**config.mk**
```make
export PLATFORM = sky130hd
export DESIGN_NAME = param_data_transfer_pipe
export DESIGN_NICKNAME = d
export VERILOG_FILES = /design/src/rtl/param_data_transfer_pipe_pkg.sv /design/src/rtl/param_data_transfer_pipe_stage.sv /design/src/rtl/param_data_transfer_pipe.sv
export SDC_FILE = /design/constraint.sdc
export NUM_CORES = 1
export LEC_CHECK = 0
export CORE_MARGIN = 5
export CORE_UTILIZATION = 39
export CTS_CLUSTER_SIZE = 24
export DETAILED_ROUTE_END_ITERATION = 10
export GPL_ROUTABILITY_DRIVEN = 1
export GPL_TIMING_DRIVEN = 1
export PLACE_DENSITY = 0.77
export SLEW_MARGIN = 25
export SYNTH_ARGS = -nofsm -noshare
export SYNTH_HDL_FRONTEND = slang
export SYNTH_SLANG_ARGS = --single-unit
```
**constraint.sdc**
```tcl
create_clock -name clk -period 1.5 [get_ports clk]
set_input_delay 0.225 -clock clk [delete_from_list [all_inputs] [get_ports clk]]
set_output_delay 0.225 -clock clk [all_outputs]
set_load 0.03 [all_outputs]
```
**src/rtl/param_data_transfer_pipe_pkg.sv**
```systemverilog
// Shared constants and helpers for the parametrised transfer pipe.
// Mode encodings plus a popcount used to derive the occupancy count.
package param_data_transfer_pipe_pkg;

   localparam logic MODE_SHIFT = 1'b0;
   localparam logic MODE_BCAST = 1'b1;

   // Widest valid vector popcount accepts; callers zero-extend into it.
   localparam int POP_MAX_W = 256;

   function automatic logic [8:0] popcount(input logic [POP_MAX_W-1:0] v);
      logic [8:0] c;
      c = '0;
      for (int i = 0; i < POP_MAX_W; i++) c = c + {8'd0, v[i]};
      return c;
   endfunction

endpackage

```
**src/rtl/param_data_transfer_pipe_stage.sv**
```systemverilog
// One register stage with its valid bit: async reset, sync flush, load enable.
module transfer_stage #(
   parameter int WIDTH = 4
) (
   input  logic             clk,
   input  logic             rst,
   input  logic             flush,
   input  logic             load,
   input  logic [WIDTH-1:0] d,
   input  logic             d_valid,
   output logic [WIDTH-1:0] q,
   output logic             q_valid
);

   always_ff @(posedge clk or posedge rst) begin
      if (rst) begin
         q       <= '0;
         q_valid <= 1'b0;
      end else if (flush) begin
         q       <= '0;
         q_valid <= 1'b0;
      end else if (load) begin
         q       <= d;
         q_valid <= d_valid;
      end
   end

endmodule

```
**src/rtl/param_data_transfer_pipe.sv**
```systemverilog
// DEPTH-stage register chain acting as a delay line (shift) or tap bank (broadcast),
// with per-stage valid bits and a registered occupancy count.
module param_data_transfer_pipe
   import param_data_transfer_pipe_pkg::*;
#(
   parameter int WIDTH = 4,
   parameter int DEPTH = 2,
   parameter int CNT_W = $clog2(DEPTH + 1)
) (
   input  logic                   clk,
   input  logic                   rst,
   input  logic                   en,
   input  logic                   mode,
   input  logic                   flush,
   input  logic                   in_valid,
   input  logic [WIDTH-1:0]       data_in,
   output logic [WIDTH*DEPTH-1:0] taps,
   output logic [DEPTH-1:0]       taps_valid,
   output logic [WIDTH-1:0]       data_out,
   output logic                   out_valid,
   output logic [CNT_W-1:0]       fill_cnt
);

   logic [DEPTH-1:0][WIDTH-1:0] stage_q;
   logic [DEPTH-1:0][WIDTH-1:0] stage_d;
   logic [DEPTH-1:0]            valid_q;
   logic [DEPTH-1:0]            valid_d;
   logic [DEPTH-1:0]            valid_nxt;
   logic [POP_MAX_W-1:0]        valid_ext;

   for (genvar g = 0; g < DEPTH; g++) begin : g_stage
      if (g == 0) begin : g_head
         assign stage_d[g] = data_in;
         assign valid_d[g] = in_valid;
      end else begin : g_body
         assign stage_d[g] = (mode == MODE_BCAST) ? data_in  : stage_q[g-1];
         assign valid_d[g] = (mode == MODE_BCAST) ? in_valid : valid_q[g-1];
      end

      transfer_stage #(.WIDTH(WIDTH)) u_stage (
         .clk     (clk),
         .rst     (rst),
         .flush   (flush),
         .load    (en),
         .d       (stage_d[g]),
         .d_valid (valid_d[g]),
         .q       (stage_q[g]),
         .q_valid (valid_q[g])
      );
   end

   // Mirror the stages' next valid vector so fill_cnt lands on the same edge.
   always_comb begin
      valid_nxt = valid_q;
      if (flush)   valid_nxt = '0;
      else if (en) valid_nxt = valid_d;
      valid_ext = '0;
      valid_ext[DEPTH-1:0] = valid_nxt;
   end

   always_ff @(posedge clk or posedge rst) begin
      if (rst) fill_cnt <= '0;
      else     fill_cnt <= CNT_W'(popcount(valid_ext));
   end

   assign taps       = stage_q;
   assign taps_valid = valid_q;
   assign data_out   = stage_q[DEPTH-1];
   assign out_valid  = valid_q[DEPTH-1];

endmodule

```
---- After elaboration in Yosys (flattened, before gate mapping) ----
Cells that the tools add are included.
word-level totals
  bits in registers ....................... 12
  bits in latches ......................... 0
  bits in writable memories ............... 0
  memory bits (read-only) ................. 0
  bits of input ports ..................... 10
  output and inout port bits .............. 17
  word-level logic and storage cells ...... 19
  memories kept ........................... 0
cells by class
  add/subtract/negate cells ............... 1
  multiply operators ...................... 0
  div/mod/pow operators ................... 0
  magnitude comparators ................... 0
  eq/ne operators ......................... 0
  shift operators ......................... 0
  multiplexer cells ....................... 12
  bitwise gates (word level) .............. 0
  reduce and logical (&&, ||, !) cells .... 1
operators by type and width
  cell                count
  $mux W4             5
  $mux W1             5
  $mux W2             2
  $add A1 B1 Y2       1
  $reduce_bool A2 Y1  1

---- Depth between registers and ports, before layout ----
Gate-level depths: netlist of run 1.
  depth in word-level cells ............... 4
  mapped depth ............................ 4
  depth with buffers taken out ............ 3

---- Modules after synthesis ----
Synthesis of run 1 repeated with hierarchy kept, for this count alone.
unflattened totals
  cell total of the unflattened synthesis .. 53
  area, all modules ....................... 616.8 um^2
modules (own cells, without submodules)
  module                    instances  cells each  area each (um^2)  seq. area each (um^2)
  transfer_stage            2          17          209.0             125.1
  param_data_transfer_pipe  1          19          198.9             50.0

---- Worst setup path after synthesis of run 1 ----
No wires, ideal clock.
  kind .................................... register to register
  from .................................... register g_stage[1].u_stage.q_valid
  to ...................................... register fill_cnt[0]
  setup time .............................. 126 ps
  arrival time ............................ 1,069 ps
  required time ........................... 1,374 ps
  setup slack ............................. 305 ps
  stages on the path, launching flop included .. 4
  path buffers ............................ 0
  period minus slack after synthesis ...... 1,195 ps
  path through ............................ dfrtp_1 nor2_1 a211oi_1 ha_1
on the way
  longest elaborated chain between the ends .. 3
ends and longest elaborated chain
  item                      RTL line                              source
  start: declaration        param_data_transfer_pipe_stage.sv:12  output logic q_valid
  start signal: assignment  param_data_transfer_pipe_stage.sv:24  q_valid <= d_valid;
  $mux W2                   param_data_transfer_pipe.sv:56        else if (en) valid_nxt = valid_d;
  $mux W2                   param_data_transfer_pipe.sv:55        if (flush) valid_nxt = '0;
  $add A1 B1 Y2             param_data_transfer_pipe_pkg.sv:14    for (int i = 0; i < POP_MAX_W; i++) c = c + {8'd0, v[i]};
  end signal: assignment    param_data_transfer_pipe.sv:63        else fill_cnt <= CNT_W'(popcount(valid_ext));
  end: declaration          param_data_transfer_pipe.sv:21        output logic [CNT_W-1:0] fill_cnt
Every way passes these cells.
A chain may end at the register's enable or synchronous reset.

---- Worst setup path in the final report of run 1 ----
  from .................................... register g_stage[0].u_stage.q[1]
  to ...................................... output taps[1]
RTL lines
  item                      RTL line                              source
  start: declaration        param_data_transfer_pipe_stage.sv:11  output logic [WIDTH-1:0] q,
  start signal: assignment  param_data_transfer_pipe_stage.sv:17  q <= '0;
  start signal: assignment  param_data_transfer_pipe_stage.sv:20  q <= '0;
  start signal: assignment  param_data_transfer_pipe_stage.sv:23  q <= d;
  end: declaration          param_data_transfer_pipe.sv:17        output logic [WIDTH*DEPTH-1:0] taps,
No word-level cell between the ends.

==> key figures, run 1 <==
STA
  • Hold Fails Final Rpt: 0
  • Worst Max-Slew Pin Slew: 0.454 ns
  • Final min period: 1.27 ns
  • Fin Hold WS: 0.258 ns
  • Finish-stage setup viols: 0
  • Fin crit share: 84.6%
  • Maximum clock rate: 788 MHz
  • Worst clock skew: 0.00167 ns
  • RSZ-0062 raised after global routing: false
  • Setup TNS: 0 ns
  • Count of final max-slew check failures: 0
  • Slew headroom: 69.7%
  • Final worst setup slack: 0.231 ns

Clock tree
  • Post-cts gate resize count: 15
  • Clk buf depth: 2
  • Cts hold-fix bufs: 0
  • Clk_lat worst skew: 0.26 ns
  • Clk sinks: 12
  • Postcts setup bufs: 0
  • Worst-path clk slew: 0.07 ns
  • Clk root buf: clkbuf_4
  • CTS tree: built
  • TritonCTS Buffers: 3
  • H-tree levels: 1

Route
  • Initial DRC count: 2
  • Total wire length: 1200 µm
  • DRC: 0
  • TritonRoute pass-1 iters: 2
  • Per-cell routed wire length: 12.9 µm
  • Vias/cell: 4.69
  • DR vias: 436
  • Post-DRT Antenna Nets: 0

Placed design
  • Buffers on Ports: 26
  • Pre-CTS setup slack: -0.00828 ns
  • Post-detail-place hpwl: 1010 µm
  • GPL Wtd Cong: 0.790
  • Number of instances in the placed design: 89
  • Placed Area: 828 µm²

Finish
  • Final #Nets: 89
  • Post-layout util: 57.8%
  • Layout cells sized above 1: 13.0%
  • Final cell count without fillers: 93
  • N_diodes: 0
  • Syn-to-layout area delta: 43.2%
  • Post-route cell area: 851 µm²

Critical path
  • Cell family with most CP delay: buffers and inverters
  • Critical path depth: 1
  • Biggest cell delay along the critical path: 0.41 ns
  • CP Buf/Inv Count: 1
  • WP data arrival: 1.04 ns
  • Critical path startpoint: g_stage[0].u_stage.q[1]$_DFFE_PP0P_
  • Max FO, Critical Path: 3
  • Worst path cell trace: dlygate4sd2_1
  • Reg-to-reg endpoint: fill_cnt[0]$_DFF_PP0_
  • Worst setup path end: taps[1]
  • R2r setup slk: 0.42 ns
  • Setup CP Type: reg -> out
  • R2R depth: 3
  • Worst R2R Start: g_stage[0].u_stage.q_valid$_DFFE_PP0P_
  • Crit path capture type: output port
  • Req. time, crit path: 1.27 ns
  • Crit-path slowest cell: dlygate4sd2_1
  • Startpoint Class: flip-flop

GRT
  • Initial antenna violation count: 0
  • All-Layer GR Usage: 11.4%
  • Grt ovf: 0
  • Largest net degree at the start of global routing: 13
  • Vias in the first global route: 464
  • First-pass GRT wire length: 2130 µm

Power
  • Worst VDD drop: 0.000488 V
  • Total power: 0.803 mW
  • Leak: 0.489 nW
  • PD cells: 944 nW/µm²

Floorplan
  • Core area: 1470 µm²
  • IO Count: 27
  • Total die area: 2400 µm²
  • Chip height: 49.0 µm
  • Die Wd: 49.0 µm
  • Site Rows: 14
  • Initial Util: 40.4%

Synth
  • Syn nets: 62
  • Yosys synthesis warning count: 0
  • Synth Area per Inst: 11.7 µm²
  • Synth unique cells: 10
  • Post-synthesis sequential element count: 12
  • Mapped cell area: 594 µm²
  • Mapped Cells: 51
  • Register area share after synthesis: 50.5%

Hold path
  • Worst Hold Class: in -> async

Status
  • Outcome: finished clean

Run
  • Maxcap violations: 0
-- cell usage after synthesis --
cell	count	area share [%]
buf_12	1	3.4
clkbuf_1	1	0.63
nor2_1	11	6.9
dfrtp_1	12	51
buf_6	2	3.8
ha_1	1	2.1
inv_1	1	0.63
buf_4	6	7.6
a211oi_1	6	7.6
mux2i_1	10	17
-- worst min path at each step --
stage	from	endpoint	slack, ns	cells past startpoint
after floorplan	rst	fill_cnt[0]$_DFF_PP0_	0.09	1
after global placement	g_stage[0].u_stage.q[2]$_DFFE_PP0P_	g_stage[0].u_stage.q[2]$_DFFE_PP0P_	0.53	2
after detailed placement	g_stage[0].u_stage.q[0]$_DFFE_PP0P_	g_stage[0].u_stage.q[0]$_DFFE_PP0P_	0.54	2
after CTS	rst	g_stage[0].u_stage.q[3]$_DFFE_PP0P_	0.26	2
after global routing	rst	fill_cnt[1]$_DFF_PP0_	0.30	2
final	rst	fill_cnt[1]$_DFF_PP0_	0.26	2
-- flip-flops by register name (all words and copies together), names as in the netlist --
name and count:
fill_cnt 2, g_stage.u_stage.q_valid 2, g_stage.u_stage.q 8
-- logic make-up after synthesis --
logic type	Yosys count	synth area share, %
flip-flops	12	50.5
multiplexers	10	16.8
AND/OR/NAND/NOR	11	6.95
adder cells (fa/ha/maj)	1	2.10
AO/OA/AOI/OAI	6	7.58
buffers and inverters	11	16.0
-- placed cells by master, fill, tap and decap left out --
master and n:
buf_4 6, dlygate4sd2_1 15, dfrtp_1 12, ha_1 1
a211oi_1 6, mux2i_1 10, dlymetal6s2s_1 2, clkbuf_8 1
nor2_1 11, clkbuf_4 3, inv_1 1, clkdlybuf4s50_1 9
-- power by group --
group	internal, mW	switching [mW]
logic	0.0830	0.115
registers	0.344	0.0117
clock network	0.147	0.102
-- layer usage --
layer | vias to the layer above | global-route usage [%] | wire length (µm)
met4 | 0 | 8.07 | 23
li1 | 220 | - | -
met2 | 16 | 17.4 | 605
met5 | - | 0 | 0
met3 | 2 | 3.06 | 80
met1 | 198 | 13.5 | 495
-- final cells by class --
cell class / instances / area [µm²]
Timing Repair Buffer: 32 / 292
Tap cell: 16 / 20.0
Sequential cell: 12 / 300
Multi-Input combinational cell: 28 / 199
Inverter: 1 / 3.75
Fill cell: 138 / 621
Clock buffer: 4 / 36.3
(Power assumes the default switching activity.)
==> run 2: changes to the inputs <==
--- a/config.mk
+++ b/config.mk
@@ -6,12 +6,12 @@
 export NUM_CORES = 1
 export LEC_CHECK = 0
 export CORE_MARGIN = 5
-export CORE_UTILIZATION = 39
+export CORE_UTILIZATION = 35
 export CTS_CLUSTER_SIZE = 24
 export DETAILED_ROUTE_END_ITERATION = 10
 export GPL_ROUTABILITY_DRIVEN = 1
 export GPL_TIMING_DRIVEN = 1
-export PLACE_DENSITY = 0.77
+export PLACE_DENSITY = 0.73
 export SLEW_MARGIN = 25
 export SYNTH_ARGS = -nofsm -noshare
 export SYNTH_HDL_FRONTEND = slang
==> constraint.sdc (replaced) <==
create_clock -name clk -period 1.1 [get_ports clk]
set_input_delay 0.165 -clock clk [delete_from_list [all_inputs] [get_ports clk]]
set_output_delay 0.165 -clock clk [all_outputs]
set_load 0.03 [all_outputs]
==> run 2 against run 1 <==
  * The flow now finishes with violations (setup timing)
  * Register-to-register slack lost 0.44 ns
  * Combinational power grew 52%
  * Cell count grew 3.2%
  * Die area grew 9.0%
  * Hold slack lost 0.084 ns
  * Non-clock buffer count grew 3
  * Largest power group unchanged
  * Global-route usage shrank 0.47 points
  * Critical path type is now reg -> reg
  * Via count grew 3.7%
  * Setup slack lost 0.25 ns
  * Critical path depth grew 2
==> key figures, run 2 (synthesized netlist as in run 1, its figures left out) <==
Power
  • Leak: 0.441 nW (-9.9%)
  • Clock Power Share: 26.1% (-5.0 points)
  • PD cells: 1260 nW/µm² (+33%)
  • Net Sw Frac: 30.5% (+2.0 points)
  • Int Pwr: 0.742 mW (+29%)
  • Worst VDD drop: 0.000849 V (+74%)
  • Net switching power: 0.326 mW (+42%)
  • Sequential Power Share: 45.8% (+1.5 points)
  • Combinational power share: 28.1% (+3.4 points)
  • Total power: 1.07 mW (+33%)

GRT
  • Initial antenna violation count: 0 (unchanged)
  • Vias in the first global route: 443 (-4.5%)
  • Grt ovf: 0 (unchanged)
  • Largest net degree at the start of global routing: 13 (unchanged)
  • First-pass GRT wire length: 2110 µm (-0.98%)
  • All-Layer GR Usage: 10.9% (-0.47 points)

Finish
  • Final cell count without fillers: 96 (+3.2%)
  • Final #Nets: 92 (+3.4%)
  • Biggest regs: g_stage.u_stage.q: 8 flops, fill_cnt: 2 flops, g_stage.u_stage.q_valid: 2 flops
  • Commonest non-fill, non-tap cells in the layout: 26 x buf_4, 11 x nor2_1, 11 x dfrtp_1
  • Post-route cell area: 850 µm² (-0.15%)
  • Layout cells sized above 1: 42.5% (+30 points)
  • Max reg flops: 8 (unchanged)
  • N_diodes: 0 (unchanged)
  • Most common cell after layout, fill and taps aside: buf_4
  • Top reg by flops: g_stage.u_stage.q
  • Post-layout util: 54.5% (-3.3 points)
  • Syn-to-layout area delta: 42.9%

STA
  • Maximum clock rate: 896 MHz
  • Hold Fails Final Rpt: 0 (unchanged)
  • Fin crit share: 101%
  • Setup TNS: -0.0156 ns (-0.0156 ns)
  • Worst Max-Slew Pin Slew: 0.228 ns (-0.226 ns)
  • Fin Hold WS: 0.174 ns (-0.0844 ns)
  • Final worst setup slack: -0.0156 ns (-0.247 ns)
  • Worst clock skew: 0.000196 ns (-0.00147 ns)
  • RSZ-0062 raised after global routing: true
  • Count of final max-slew check failures: 0 (unchanged)
  • Final min period: 1.12 ns
  • Slew headroom: 84.8% (+15 points)
  • Finish-stage setup viols: 1 (+1)

Floorplan
  • Total die area: 2620 µm² (+9.0%)
  • Chip height: 51.2 µm (+4.4%)
  • Site Rows: 14 (unchanged)
  • Die Wd: 51.2 µm (+4.4%)
  • Initial Util: 38.1% (-2.3 points)
  • IO Count: 27 (unchanged)
  • Core area: 1560 µm² (+6.0%)

Placed design
  • Buffers on Ports: 26 (unchanged)
  • Pre-CTS setup slack: -0.386 ns (-0.378 ns)
  • GPL Wtd Cong: 0.715 (-9.4%)
  • Post-detail-place hpwl: 1050 µm (+4.2%)
  • Placed Area: 802 µm² (-3.2%)
  • Number of instances in the placed design: 91 (+2.2%)

Critical path
  • Worst path cell trace: mux2i_2 > a211oi_2 > ha_1
  • WP data arrival: 1.27 ns (+0.23 ns)
  • Crit path capture type: flip-flop
  • Max FO, Critical Path: 3 (unchanged)
  • Req. time, crit path: 1.25 ns (-0.02 ns)
  • Startpoint Class: flip-flop
  • Biggest cell delay along the critical path: 0.42 ns (about the same)
  • Crit-path slowest cell: dfrtp_1
  • Cell family with most CP delay: flip-flops
  • CP Buf/Inv Count: 0 (-1)
  • Setup CP Type: reg -> reg

Clock tree
  • Clk buf depth: 2 (unchanged)
  • TritonCTS Buffers: 3 (unchanged)
  • CTS tree: built
  • H-tree levels: 1 (unchanged)
  • Cts hold-fix bufs: 0 (unchanged)
  • Clk_lat worst skew: 0.26 ns (about the same)
  • Worst-path clk slew: 0.07 ns (about the same)
  • Clk root buf: clkbuf_4
  • Clk sinks: 12 (unchanged)

Route
  • DR vias: 452 (+3.7%)
  • DRC: 0 (unchanged)
  • Per-cell routed wire length: 14.1 µm (+8.8%)
  • Initial DRC count: 6 (+4)
  • Total wire length: 1350 µm (+12%)
  • Vias/cell: 4.71 (+0.43%)
  • Post-DRT Antenna Nets: 0 (unchanged)
  • TritonRoute pass-1 iters: 2 (unchanged)

Status
  • Failing checks: setup timing
  • Outcome: finished, violations left

Hold path
  • Worst Hold Class: in -> async

Run
  • Maxcap violations: 0 (unchanged)
run 2: worst min-delay path, delay by kind of cell:
kind / cells / cell delay, ns
buffers and inverters: 3 / 0.63
run 2: timing repair:
item | 4_1_cts | 5_1_grt
pin swaps | 2 | 3
hold endpoints to repair | 0 | 0
setup endpoints to repair | 2 | 2
gates cloned | 0 | 0
buffers inserted | 1 | 0
resized for setup | 4 | 3
run 2: power by group through the flow:
stage	Combinational, mW	Clock (mW)	Sequential, mW
5_1_grt	0.322	0.316	0.493
6_report	0.300	0.279	0.490
2_1_floorplan	0.134	0	0.548
3_3_place_gp	0.289	0	0.496
3_5_place_dp	0.292	0	0.498
4_1_cts	0.295	0.286	0.490
run 2: layer usage:
metal	wire, µm	vias to the layer above	GRT usage, %
met5	0	-	0
met1	576	205	15.0
met3	120	2	2.91
met4	17	0	5.38
met2	638	18	15.7
li1	-	227	-
run 2: worst paths after layout:
| kind | start | slack [ns] | depth (start not counted) | end |
|---|---|---|---|---|
| max | g_stage[0].u_stage.q_valid$_DFFE_PP0P_ | -0.02 | 3 | fill_cnt[0]$_DFF_PP0_ |
| max in group asynchronous | rst | 0.76 | 3 | g_stage[1].u_stage.q_valid$_DFFE_PP0P_ |
| min | rst | 0.17 | 3 | g_stage[0].u_stage.q[0]$_DFFE_PP0P_ |
| min reg2reg | g_stage[0].u_stage.q[2]$_DFFE_PP0P_ | 0.56 | 2 | g_stage[0].u_stage.q[2]$_DFFE_PP0P_ |
| min in group clk | in_valid | 0.50 | 4 | g_stage[0].u_stage.q_valid$_DFFE_PP0P_ |
| max reg2reg | g_stage[0].u_stage.q_valid$_DFFE_PP0P_ | -0.02 | 3 | fill_cnt[0]$_DFF_PP0_ |
run 2: cell type report:
cell class	instances	area, µm²
fillers	147	709
flip-flops and latches	12	302
repair buffers	35	282
multi-input cells	28	216
clock buffers	4	26.3
well taps	16	20.0
inverters	1	3.75
==> run 3: changes to the inputs <==
--- a/config.mk
+++ b/config.mk
@@ -5,14 +5,16 @@
 export SDC_FILE = /design/constraint.sdc
 export NUM_CORES = 1
 export LEC_CHECK = 0
-export CORE_MARGIN = 5
-export CORE_UTILIZATION = 35
+export CORE_AREA = 5 5 42 44
 export CTS_CLUSTER_SIZE = 24
 export DETAILED_ROUTE_END_ITERATION = 10
+export DIE_AREA = 0 0 47 49
+export DONT_BUFFER_PORTS = 1
 export GPL_ROUTABILITY_DRIVEN = 1
 export GPL_TIMING_DRIVEN = 1
-export PLACE_DENSITY = 0.73
+export PLACE_DENSITY = 0.64
 export SLEW_MARGIN = 25
 export SYNTH_ARGS = -nofsm -noshare
 export SYNTH_HDL_FRONTEND = slang
+export SYNTH_HIERARCHICAL = 1
 export SYNTH_SLANG_ARGS = --single-unit
==> run 3 against run 2 <==
  * The run still ends with setup timing left
  * Clock-buffer cell count did not move
  * Combinational power fell by 34%
  * Sequential share of layout area is 5.9 points higher
  * Wire length fell by 15%
  * Hold slack got worse by 0.12 ns
  * Clock skew about the same
  * Clock power is 26% higher
  * Highest routed layer unchanged
==> key figures, run 3 <==
Critical path
  • Critical path startpoint: g_stage[0].u_stage/q_valid$_DFFE_PP0P_
  • Cell family with most CP delay: flip-flops
  • Reg-to-reg endpoint: fill_cnt[0]$_DFF_PP0_
  • Setup CP Type: reg -> reg
  • Max FO, Critical Path: 2 (-1)
  • Crit-path slowest cell: dfrtp_2
  • Crit path capture type: flip-flop
  • Biggest cell delay along the critical path: 0.40 ns (-0.02 ns)
  • Worst R2R Start: g_stage[0].u_stage/q_valid$_DFFE_PP0P_
  • Req. time, crit path: 1.32 ns (+0.07 ns)
  • R2R depth: 3 (unchanged)
  • Worst path cell trace: mux2_4 > o21a_1 > ha_4
  • R2r setup slk: -0.09 ns (-0.07 ns)
  • WP data arrival: 1.41 ns (+0.14 ns)
  • CP Buf/Inv Count: 0 (unchanged)
  • Startpoint Class: flip-flop

Synth
  • Post-synth top flop: dfrtp_1
  • Mapped Cells: 53 (+3.9%)
  • Main area contributors after synthesis: dfrtp_1 49%, mux2i_1 18%, mux2_2 7.3%, nor2_1 6.7%, buf_4 6.1%
  • Number of synthesized flops with an enable pin: 0 (unchanged)
  • Synth Area per Inst: 11.6 µm² (-0.13%)
  • Most instantiated cells after synthesis: 12 x dfrtp_1, 11 x mux2i_1, 11 x nor2_1
  • Leading area contributor after synthesis: dfrtp_1
  • Register area share after synthesis: 48.7% (-1.8 points)
  • Yosys synthesis warning count: 6 (+6)
  • Mapped cell area: 617 µm² (+3.8%)
  • Syn nets: 64 (+3.2%)
  • Post-synthesis sequential element count: 12 (unchanged)
  • Yosys top cell area share: 48.7% (-1.8 points)
  • Asr flop ratio synth: 100% (unchanged)
  • Synth unique cells: 11 (+1)
  • Top-count cell post-synth: dfrtp_1

Floorplan
  • Site Rows: 14 (unchanged)
  • Initial Util: 44.0% (+5.9 points)
  • Total die area: 2300 µm² (-12%)
  • Die Wd: 47 µm (-8.2%)
  • IO Count: 27 (unchanged)
  • Core area: 1400 µm² (-10%)
  • Chip height: 49 µm (-4.3%)

GRT
  • Initial antenna violation count: 0 (unchanged)
  • Largest net degree at the start of global routing: 14 (+1)
  • First-pass GRT wire length: 1890 µm (-10%)
  • Vias in the first global route: 409 (-7.7%)
  • Grt ovf: 0 (unchanged)
  • All-Layer GR Usage: 12.0% (+1.1 points)

STA
  • Slew headroom: 75.9% (-8.8 points)
  • Fin crit share: 108% (+6.6 points)
  • RSZ-0062 raised after global routing: true
  • Final worst setup slack: -0.0887 ns (-0.0731 ns)
  • Worst Max-Slew Pin Slew: 0.360 ns (+0.132 ns)
  • Count of final max-slew check failures: 0 (unchanged)
  • Hold Fails Final Rpt: 0 (unchanged)
  • Final min period: 1.19 ns (+0.0731 ns)
  • Worst clock skew: 0.000533 ns (+0.000336 ns)
  • Finish-stage setup viols: 2 (+1)
  • Maximum clock rate: 841 MHz (-6.1%)
  • Setup TNS: -0.117 ns (-0.101 ns)

Finish
  • N_diodes: 0 (unchanged)
  • Multi-input logic area: 260 µm² (+20%)
  • Max reg flops: 8 (unchanged)
  • Layout cells sized above 1: 38.7% (-3.8 points)
  • Commonest non-fill, non-tap cells in the layout: 11 x dfrtp_1, 10 x mux2i_1, 10 x nor2_1, 10 x buf_4
  • Layout filler cell count: 129 (-12%)
  • Top reg by flops: g_stage.u_stage/q
  • Register area: 302 µm² (unchanged)
  • Final #Nets: 74 (-20%)
  • Most common cell after layout, fill and taps aside: dfrtp_1
  • Syn-to-layout area delta: 18.1%
  • Post-route cell area: 728 µm² (-14%)
  • Biggest regs: g_stage.u_stage/q: 8 flops, fill_cnt: 2 flops, g_stage.u_stage/q_valid: 2 flops
  • Post-layout util: 52.0% (-2.5 points)

Clock tree
  • Clk_lat worst skew: 0.27 ns (about the same)
  • Clk buf depth: 2 (unchanged)
  • Clk root buf: clkbuf_4
  • H-tree levels: 1 (unchanged)
  • Worst-path clk slew: 0.07 ns (about the same)
  • CTS tree: built
  • Clk sinks: 12 (unchanged)
  • TritonCTS Buffers: 3 (unchanged)
  • Postcts setup bufs: 0 (-1)

Route
  • TritonRoute pass-1 iters: 1 (-1)
  • Initial DRC count: 0 (-6)
  • DRC: 0 (unchanged)
  • Post-DRT Antenna Nets: 0 (unchanged)
  • Vias/cell: 5.09 (+8.1%)
  • Total wire length: 1150 µm (-15%)
  • DR vias: 397 (-12%)
  • Per-cell routed wire length: 14.7 µm (+4.5%)

Hold path
  • Worst Hold Class: in -> reg
  • End of the worst hold path: g_stage[0].u_stage/q[1]$_DFFE_PP0P_
  • Hold depth: 2
  • Hold Startpoint: data_in[1]

Placed design
  • GPL Wtd Cong: 0.668 (-6.7%)
  • Post-detail-place hpwl: 887 µm (-16%)
  • Buffers on Ports: 0 (-100%)
  • Placed Area: 656 µm² (-18%)

Power
  • PD cells: 1430 nW/µm² (+14%)
  • Worst VDD drop: 0.000639 V (-25%)
  • Total power: 1.04 mW (-2.7%)
  • Leak: 0.384 nW (-13%)

Status
  • Failing checks: setup timing
  • Outcome: finished, violations left

Run
  • Maxcap violations: 0 (unchanged)
[run 3: cell types whose count changed after synthesis]
cell,previous run,this run
o21a_1,0,1
mux2i_1,10,11
a211oi_1,6,0
mux2_4,0,1
inv_1,1,4
mux2_2,0,4
buf_4,6,5
clkbuf_1,1,0
buf_12,1,0
o21ba_2,0,1
[run 3: report_power, final]
| part | internal (mW) | leakage (nW) | switching [mW] |
|---|---|---|---|
| logic | 0.0813 | 0.204 | 0.118 |
| registers | 0.466 | 0.159 | 0.0231 |
| clock network | 0.201 | 0.0210 | 0.149 |
[run 3: kinds of logic after synthesis]
logic type	share of synthesized area [%]
AND/OR/NAND/NOR	6.69
multiplexers	27.6
buffers and inverters	12.2
adder cells (fa/ha/maj)	2.03
flip-flops	48.7
AO/OA/AOI/OAI	2.84
[run 3: final cells by class]
class / count / area share, %
Sequential cell: 12 / 41.4
Multi-Input combinational cell: 30 / 35.7
Timing Repair Buffer: 12 / 13.1
Clock buffer: 4 / 4.98
Tap cell: 16 / 2.75
Inverter: 4 / 2.06
[run 3: per-layer routing]
layer	GRT usage [%]	share of wire [%]	up-vias
li1	-	-	188
met1	15.7	44	190
met2	15.6	46	16
met3	5.90	8.2	3
met4	6.91	1.9	0
met5	0	0	-
[run 3: worst max path at each step]
stage | to | cells after the start | slack, ns
6_report | fill_cnt[0]$_DFF_PP0_ | 3 | -0.09
5_1_grt | fill_cnt[0]$_DFF_PP0_ | 3 | -0.11
4_1_cts | fill_cnt[0]$_DFF_PP0_ | 3 | -0.09
3_5_place_dp | fill_cnt[0]$_DFF_PP0_ | 3 | -0.11
3_3_place_gp | fill_cnt[0]$_DFF_PP0_ | 3 | -0.08
2_1_floorplan | fill_cnt[0]$_DFF_PP0_ | 3 | -0.18
[run 3: stage by stage]
step	hold WS, ns	setup slack [ns]	instances
3_3_place_gp	-0.0903	-0.0775	72
6_report	0.0518	-0.0887	78
4_1_cts	0.0474	-0.0903	78
2_1_floorplan	-0.0938	-0.180	53
3_5_place_dp	-0.0852	-0.105	72
5_1_grt	0.0491	-0.107	78
[run 3: repair_timing]
| item | 4_1_cts | 5_1_grt |
|---|---|---|
| pin swaps | 0 | 1 |
| setup endpoints to repair | 2 | 2 |
| resized for setup | 1 | 2 |
| hold buffers | 2 | 0 |
| endpoints found under the hold margin | 22 | 0 |
